===== config.mk =====
export PLATFORM = sky130hd
export DESIGN_NAME = demux8_saidas_32bits_reg
export DESIGN_NICKNAME = d
export VERILOG_FILES = /design/src/rtl/demux8_saidas_32bits_reg.sv
export SDC_FILE = /design/constraint.sdc
export NUM_CORES = 1
export LEC_CHECK = 0
export ABC_CLOCK_PERIOD_IN_PS = 1900
export CORE_MARGIN = 5
export CORE_UTILIZATION = 47
export DETAILED_ROUTE_END_ITERATION = 8
export PLACE_DENSITY = 0.83
export SLEW_MARGIN = 10
export SYNTH_ARGS = -nofsm -noshare
export SYNTH_HDL_FRONTEND = slang
export SYNTH_SLANG_ARGS = --single-unit

===== constraint.sdc =====
create_clock -name clk -period 1.9 [get_ports clk]
set_clock_uncertainty 0.1 [all_clocks]
set_input_delay 0.38 -clock clk [delete_from_list [all_inputs] [get_ports clk]]
set_output_delay 0.38 -clock clk [all_outputs]
set_load 0.01 [all_outputs]

===== src/rtl/demux8_saidas_32bits_reg.sv =====
// rtl/demux8_saidas_32bits_reg.sv - registered 1-to-8 demux with per-slot valid/ready (optional DEMUX_BCAST_EN)
module demux8_saidas_32bits_reg #(
    parameter int LARGURA = 32
) (
    input  logic                 clk,
    input  logic                 reset_n,
    input  logic [2:0]           controlador,
    input  logic [LARGURA-1:0]   entrada,
    input  logic                 in_valid,
    output logic                 in_ready,
    output logic [8*LARGURA-1:0] saidas,
    output logic [7:0]           out_valid,
    input  logic [7:0]           out_ready,
    input  logic                 bcast
);

    logic [LARGURA-1:0] dado [8];
    logic [7:0]         val;
    logic [7:0]         livre;
    logic [7:0]         escreve;

    // A slot can take a word when empty or being drained this same cycle.
    assign livre = ~val | out_ready;

`ifdef DEMUX_BCAST_EN
    always_comb begin
        in_ready = bcast ? (&livre) : livre[controlador];
        escreve  = 8'h00;
        if (in_valid && in_ready) begin
            escreve = bcast ? 8'hFF : (8'b1 << controlador);
        end
    end
`else
    logic unused_bcast;
    assign unused_bcast = bcast;

    always_comb begin
        in_ready = livre[controlador];
        escreve  = 8'h00;
        if (in_valid && in_ready) begin
            escreve = 8'b1 << controlador;
        end
    end
`endif

    // A write to a slot overrides a same-cycle consume so the slot stays full.
    always_ff @(posedge clk or negedge reset_n) begin
        if (!reset_n) begin
            val <= 8'h00;
            for (int k = 0; k < 8; k++) begin
                dado[k] <= '0;
            end
        end else begin
            for (int k = 0; k < 8; k++) begin
                if (escreve[k]) begin
                    dado[k] <= entrada;
                    val[k]  <= 1'b1;
                end else if (out_ready[k]) begin
                    val[k]  <= 1'b0;
                end
            end
        end
    end

    assign out_valid = val;

    for (genvar g = 0; g < 8; g++) begin : g_saida
        assign saidas[g*LARGURA +: LARGURA] = dado[g];
    end

endmodule


# After elaboration in Yosys (flattened, before gate mapping)
# Index checks and enable logic that the tools add are counted.
# W data, S select, Z words.
[totals]
regBits = 264
inputBits = 47
elab_cells = 48
[op_classes]
n_lt_le_gt_ge = 1
shift = 1
mux = 19
bitwise = 2
n_reduce_logical = 9
[ops]
columns = ["cell", "n"]
rows = [
  ["$mux W1", 17],
  ["$reduce_bool A2 Y1", 8],
  ["$mux W8", 1],
  ["$not A8 Y8", 1],
  ["$or A8 B8 Y8", 1],
  ["$shl A1 B3 Y8 const A", 1],
  ["$lt A3 B4 Y1 const B", 1],
  ["$bmux W1 S3", 1],
  ["$logic_and A1 B1 Y1", 1],
]

# Longest topological paths before layout
# Gate-level depths: netlist of run 1.
[depth]
word_depth = 7
depth_mapped = 5
mapped_depth_nobuf = 3

# Least setup slack after synthesis of run 1
# No wires, ideal clock.
[synth_timing]
path_type = "in2out"
startpoint = "input port controlador[1]"
endpoint = "output port in_ready"
t_arrival_ns = 1.263
required_time_ns = 1.420
slack_ns = 0.157
path_stages = 4
path_cell_list = "buf_4 > or3b_2 > a21boi_0 > o22ai_1"
[synth_via]
elab_chain_cells = 2
[synth_lines]
columns = ["item", "line_no", "text"]
rows = [
  ["start: declaration", "7", "input logic [2:0] controlador,"],
  ["$bmux W1 S3", "38", "in_ready = livre[controlador];"],
  ["$mux W1 (implied by the code)", "38", ""],
  ["end: declaration", "10", "output logic in_ready,"],
]
# No other way between the ends. The select of a mux whose other input is x is not followed.

# Final worst setup path of run 1
# Same ends and word-level chain as after synthesis.

==> qor.yml, run 1 <==
grt_setup_unrepaired: "true"
area_growth_pct: 44.95
start_util_pct: 47.69
syn_inst: 590
ir_worst_vdd_uv: 1032
ys_ff_latch: 264
vias: 6480
path_clk_slew_ns: 0.06
route.top_layer_used: "met5"
powerDensity_nw_per_um2: 1185
hold_viol: 0
fp.dieW_um: 156.0
timing.fmax_mhz: 464.5
cts_buffers: 27
crit_fanout: 3
dr_wl_met2_um: 13430
r2r-start: "out_valid[5]$_DFFE_PN0P_"
gp_congestion: 0.8285
vias_per_cell: 5.230
leakage_uw: 0.007010
grt_max_degree: 51
power_uw: 17210
drive_above_1_share_pct: 36.62
root_buffer: "clkbuf_16"
cts_setup_buffers: 0
ant_nets: 0
wl_met3_um: 2762
syn_area_per_cell_um2: 16.99
htreeDepth: 1
grt_pass1_vias: 7136
maxSlewViolCount: 0
clock_latency_ns: 0.51
synth_cell_types: 33
port_buffers: 310
seq_area_frac_synth_pct: 65.90
clk_path_buf_depth: 3
ios: 312
critPathLaunch: "controlador[1]"
synth_warnings: 0
fillers: 1478
wl_met1_um: 11130
drt_iter0_drc: 212
syn_area_um2: 10020
setup_ws_ns: -0.2531
critPathLaunchType: "input pin"
crit_type: "input pin to output port"
dieArea_um2: 24350
period_needed_ns: 2.153
first_pass_iters: 4
diodes: 0
rows: 53
finalCoreUtilization_pct: 69.12
cts_tree: "built"
period_share_pct: 113.3
hp-class: "input pin to async pin"
syn-num-nets: 637
wl_per_cell_um: 22.65
violations: "setup timing"
crit_required_ns: 1.42
core_um2: 21020
status: "complete, but fails checks"
grt_pass1_wl_um: 43480
track_usage_pct: 22.99
regArea_um2: 6606
max_cap_violations: 0
crit_path_end_kind: "output port"
tightest_slew_ns: 0.4349
fp.dieH_um: 156.0
cts_sinks: 264
nets: 992
max_slew_margin_pct: 71.01
arrival_ns: 1.67
drcViolationCount: 0
dpl.hpwl_um: 19570
antenna_found_initial: 2
fin_hold_ws_ns: 0.2756
setup_violations: 1
grt.overflow.total: 0
wl_um: 28070
multiInputGateArea_um2: 3244
-- cell usage in the layout, fill, tap and decap left out, drive strengths merged, types with 3 or more instances in the layout --
| cell type | count |
|---|---|
| buf | 43 |
| bufinv | 3 |
| clkbuf | 39 |
| clkdlybuf4s50 | 44 |
| clkinv | 4 |
| dfrtp | 264 |
| dlygate4sd2 | 242 |
| dlymetal6s2s | 22 |
| inv | 4 |
| mux2 | 256 |
| nand2 | 6 |
| nand2b | 6 |
| nand3b | 3 |
| nor2b | 4 |
-- repair_timing --
| item | in CTS | in global routing |
|---|---|---|
| resized for setup | 251 | 25 |
| setup endpoints to repair | 243 | 52 |
| pin swaps | 2 | 2 |
| hold buffers | 1 | 0 |
| hold endpoints to repair | 43 | 0 |
-- sequential cells by signal, indices dropped and copies added (netlist names) --
register	flops
out_valid	8
saidas	256
-- final cells by class --
class	instances	area share (%)
repair buffers	352	23.33
inverters	2	0.05167
multi-input cells	298	22.33
clock inverters	9	0.8783
well taps	275	2.368
clock buffers	39	5.580
flip-flops and latches	264	45.47
-- where the power goes --
group	leakage, uW	switching (uW)	internal, uW
Combinational	0.00336	1940	2290
Clock	0.000468	2100	3360
Sequential	0.00318	651	6870
-- critical path, stage by stage --
cell	delay (ns)
clkdlybuf4s50_1	0.47
or3b_4	0.43
a21boi_2	0.15
o22ai_1	0.09
buf_2	0.15
-- worst paths after layout --
kind	to	slack (ns)	cells after the start
worst min register to register	saidas[123]$_DFFE_PN0P_	0.38	1
worst max-delay path	in_ready	-0.25	5
max in group asynchronous	saidas[43]$_DFFE_PN0P_	0.79	3
min in group clk	out_valid[5]$_DFFE_PN0P_	0.33	4
worst max register to register	saidas[170]$_DFFE_PN0P_	0.11	5
worst min-delay path	saidas[35]$_DFFE_PN0P_	0.28	2
-- metal layers --
metal / vias up / track usage, %
met5: - / 0
met4: 4 / 5.794
met3: 55 / 8.100
met2: 264 / 37.57
met1: 3344 / 29.56
li1: 2813 / -
-- kinds of logic after synthesis --
kind of cell	synth area share, %
compound gates	0.6615
buf+inv	2.022
flops	65.90
mux	28.76
simple gates	2.659
-- through the flow --
| step | std cells | instance area [um^2] | worst slack [ns] | TNS, ns |
|---|---|---|---|---|
| after floorplan | 590 | 10020 | 0.1574 | 0 |
| after CTS | 1239 | 14470 | -0.3129 | -0.3129 |
| after global routing | 1239 | 14530 | -0.3130 | -0.3130 |
| final | 1239 | 14530 | -0.2531 | -0.2531 |
| after detailed placement | 1190 | 13820 | -0.7515 | -97.27 |
| after global placement | 1190 | 13820 | -0.7544 | -90.85 |
-- cells in the mapped netlist (all sizes together) --
master,n,area (um^2)
a21boi,1,7.510
a21oi,2,13.76
a311o,1,10.01
and2b,1,8.760
and4bb,1,12.51
buf,26,195.2
dfrtp,264,6606
inv,2,7.510
mux2,256,2883
nand2,6,25.03
nand2b,6,37.54
nand3,2,20.02
nand3b,3,35.03
nand4,2,18.77
nand4bb,1,11.26
nor2,1,3.750
nor2b,4,25.02
nor3,2,26.28
nor3b,1,18.77
o21ai,1,5.000
o21bai,2,15.01
o22ai,1,6.260
o311ai,1,8.760
or2,1,6.260
or3b,2,17.52
Note: power is estimated with default switching activity, not from simulation.
==> inputs of run 2 (changes only) <==
- CTS_CLUSTER_SIZE: default -> 16
==> run 2 against run 1 <==
Against the previous run: the run still ends with setup timing left; first-iteration DRC count is 8.0% lower; clock power is essentially flat; combinational power about the same; critical endpoint unchanged; largest power group unchanged; largest cell class unchanged.
==> qor.yml, run 2 (synthesis gave the netlist of run 1 again) <==
period_share_pct: 113.2  # was 113.3%
antenna_found_initial: 2  # unchanged
htreeDepth: 1  # unchanged
area_growth_pct: 44.95  # unchanged
fp.dieH_um: 156.0  # unchanged
maxSlewViolCount: 0  # unchanged
track_usage_pct: 22.99  # unchanged
ir_worst_vdd_uv: 1035  # was 1032 uV
max_slew_margin_pct: 70.67  # was 71.01%
violations: "setup timing"  # unchanged
grt.overflow.total: 0  # unchanged
r2r_cells: 5  # unchanged
tightest_slew_ns: 0.4400  # was 0.4349 ns
critPathLaunchType: "flop"  # was input pin
leakage_uw: 0.007010  # unchanged
cts_tree: "built"  # unchanged
crit_path_end_kind: "output port"  # unchanged
core_um2: 21020  # unchanged
drt_iter0_drc: 195  # was 212
cp.depth: 4  # was 5
grt_max_degree: 51  # unchanged
largest_reg_flops: 256  # unchanged
ios: 312  # unchanged
diodes: 0  # unchanged
dp.cells: 1190  # unchanged
powerDensity_nw_per_um2: 1185  # about the same
crit_fanout: 2  # was 3
ant_nets: 0  # unchanged
rows: 53  # unchanged
nets: 992  # unchanged
vias: 6497  # was 6480
stdcell_count: 1239  # unchanged
cp_cell_sequence: "and4bb_2 -> a311o_1 -> o22ai_1 -> buf_2"  # was clkdlybuf4s50_1 -> or3b_4 -> a21boi_2 -> o22ai_1 -> buf_2
critPathBufInv: 1  # was 2
status: "complete, but fails checks"  # unchanged
fillers: 1478  # unchanged
grt_setup_unrepaired: "true"  # unchanged
hp-class: "input pin to async pin"  # unchanged
dpl.hpwl_um: 19570  # unchanged
clock_latency_ns: 0.52  # was 0.51 ns
crit_family: "compound AO/OA/AOI/OAI gates"  # was buffers and inverters
hold_viol: 0  # unchanged
period_needed_ns: 2.152  # was 2.153 ns
vias_per_cell: 5.244  # was 5.230
power_uw: 17220  # was 17210 uW
gp_congestion: 0.8285  # unchanged
wl_um: 28120  # was 28070 um
cts_buffers: 27  # unchanged
root_buffer: "clkbuf_16"  # unchanged
setup_violations: 1  # unchanged
cp_slowest_cell: "dfrtp_1"  # was clkdlybuf4s50_1
cpPeakStageDelay_ns: 0.38  # was 0.47 ns
cts_sinks: 264  # unchanged
max_cap_violations: 0  # unchanged
clk_path_buf_depth: 3  # unchanged
setup_ws_ns: -0.2517  # was -0.2531 ns
crit_type: "flop to output port"  # was input pin to output port
grt_pass1_vias: 7136  # unchanged
final_common_cell: "dfrtp_1"  # unchanged
crit_required_ns: 1.42  # about the same
cts_setup_buffers: 0  # unchanged
first_pass_iters: 4  # unchanged
arrival_ns: 1.67  # about the same
grt_pass1_wl_um: 43480  # unchanged
path_clk_slew_ns: 0.06  # about the same
port_buffers: 310  # unchanged
final_cell_mix: "264 x dfrtp_1, 248 x mux2_2, 242 x dlygate4sd2_1"  # unchanged
drive_above_1_share_pct: 36.62  # unchanged
start_util_pct: 47.69  # unchanged
wl_per_cell_um: 22.69  # was 22.65 um
fp.dieW_um: 156.0  # unchanged
dieArea_um2: 24350  # unchanged
timing.fmax_mhz: 464.7  # was 464.5 MHz
drcViolationCount: 0  # unchanged
[run 2: cell counts in the layout (fill, tap and decap cells not counted)]
No cell type changed its count.
[run 2: report_power, final]
group | switching (uW) | internal, uW | total, uW
clock | 2110 | 3360 | 5470
sequential | 651 | 6870 | 7520
combinational | 1940 | 2290 | 4230
[run 2: path summary, 6_finish.rpt]
path                                          start                       end  slack, ns
setup / recovery           out_valid[2]$_DFFE_PN0P_                  in_ready      -0.25
hold reg to reg             saidas[123]$_DFFE_PN0P_   saidas[123]$_DFFE_PN0P_       0.38
max in group asynchronous                   reset_n    saidas[75]$_DFFE_PN0P_       0.78
hold / removal                              reset_n    saidas[35]$_DFFE_PN0P_       0.28
setup reg to reg           out_valid[5]$_DFFE_PN0P_   saidas[168]$_DFFE_PN0P_       0.10
min in group clk                     controlador[0]  out_valid[5]$_DFFE_PN0P_       0.33
[run 2: layout make-up]
class	instances	area (um^2)	share of cell area (%)
repair buffers	352	3390	23.33
clock inverters	9	127.6	0.8783
flip-flops and latches	264	6606	45.47
multi-input cells	298	3244	22.33
well taps	275	344.1	2.368
clock buffers	39	810.8	5.580
inverters	2	7.507	0.05167
[run 2: stage by stage]
stage	util (%)	setup slack (ns)	setup TNS (ns)	area, um^2	hold slack (ns)
after global routing	69.12	-0.3130	-0.3130	14530	0.2974
after detailed placement	65.72	-0.7515	-97.27	13820	0.2285
final	69.12	-0.2517	-0.2517	14530	0.2784
after CTS	68.83	-0.3129	-0.3129	14470	0.2798
after floorplan	-	0.1574	0	10020	-0.01559
after global placement	65.72	-0.7544	-90.85	13820	0.2284
[run 2: timing repair]
action / CTS / global route
hold endpoints to repair: 43 / 0
pin swaps: 2 / 2
gates resized for setup: 251 / 25
setup endpoints to repair: 243 / 52
gates cloned: 0 / 0
hold buffers: 1 / 0
[run 2: metal layers]
layer	wire length (um)	vias up	track usage, %
li1	-	2813	-
met1	11170	3368	29.56
met2	13460	257	37.57
met3	2739	55	8.100
met4	724	4	5.794
met5	15	-	0
==> inputs of run 3 (changes only) <==
- TNS_END_PERCENT: default -> 30
==> results of run 3 <==
Final layout, timing and power as in run 2 (identical DEF).
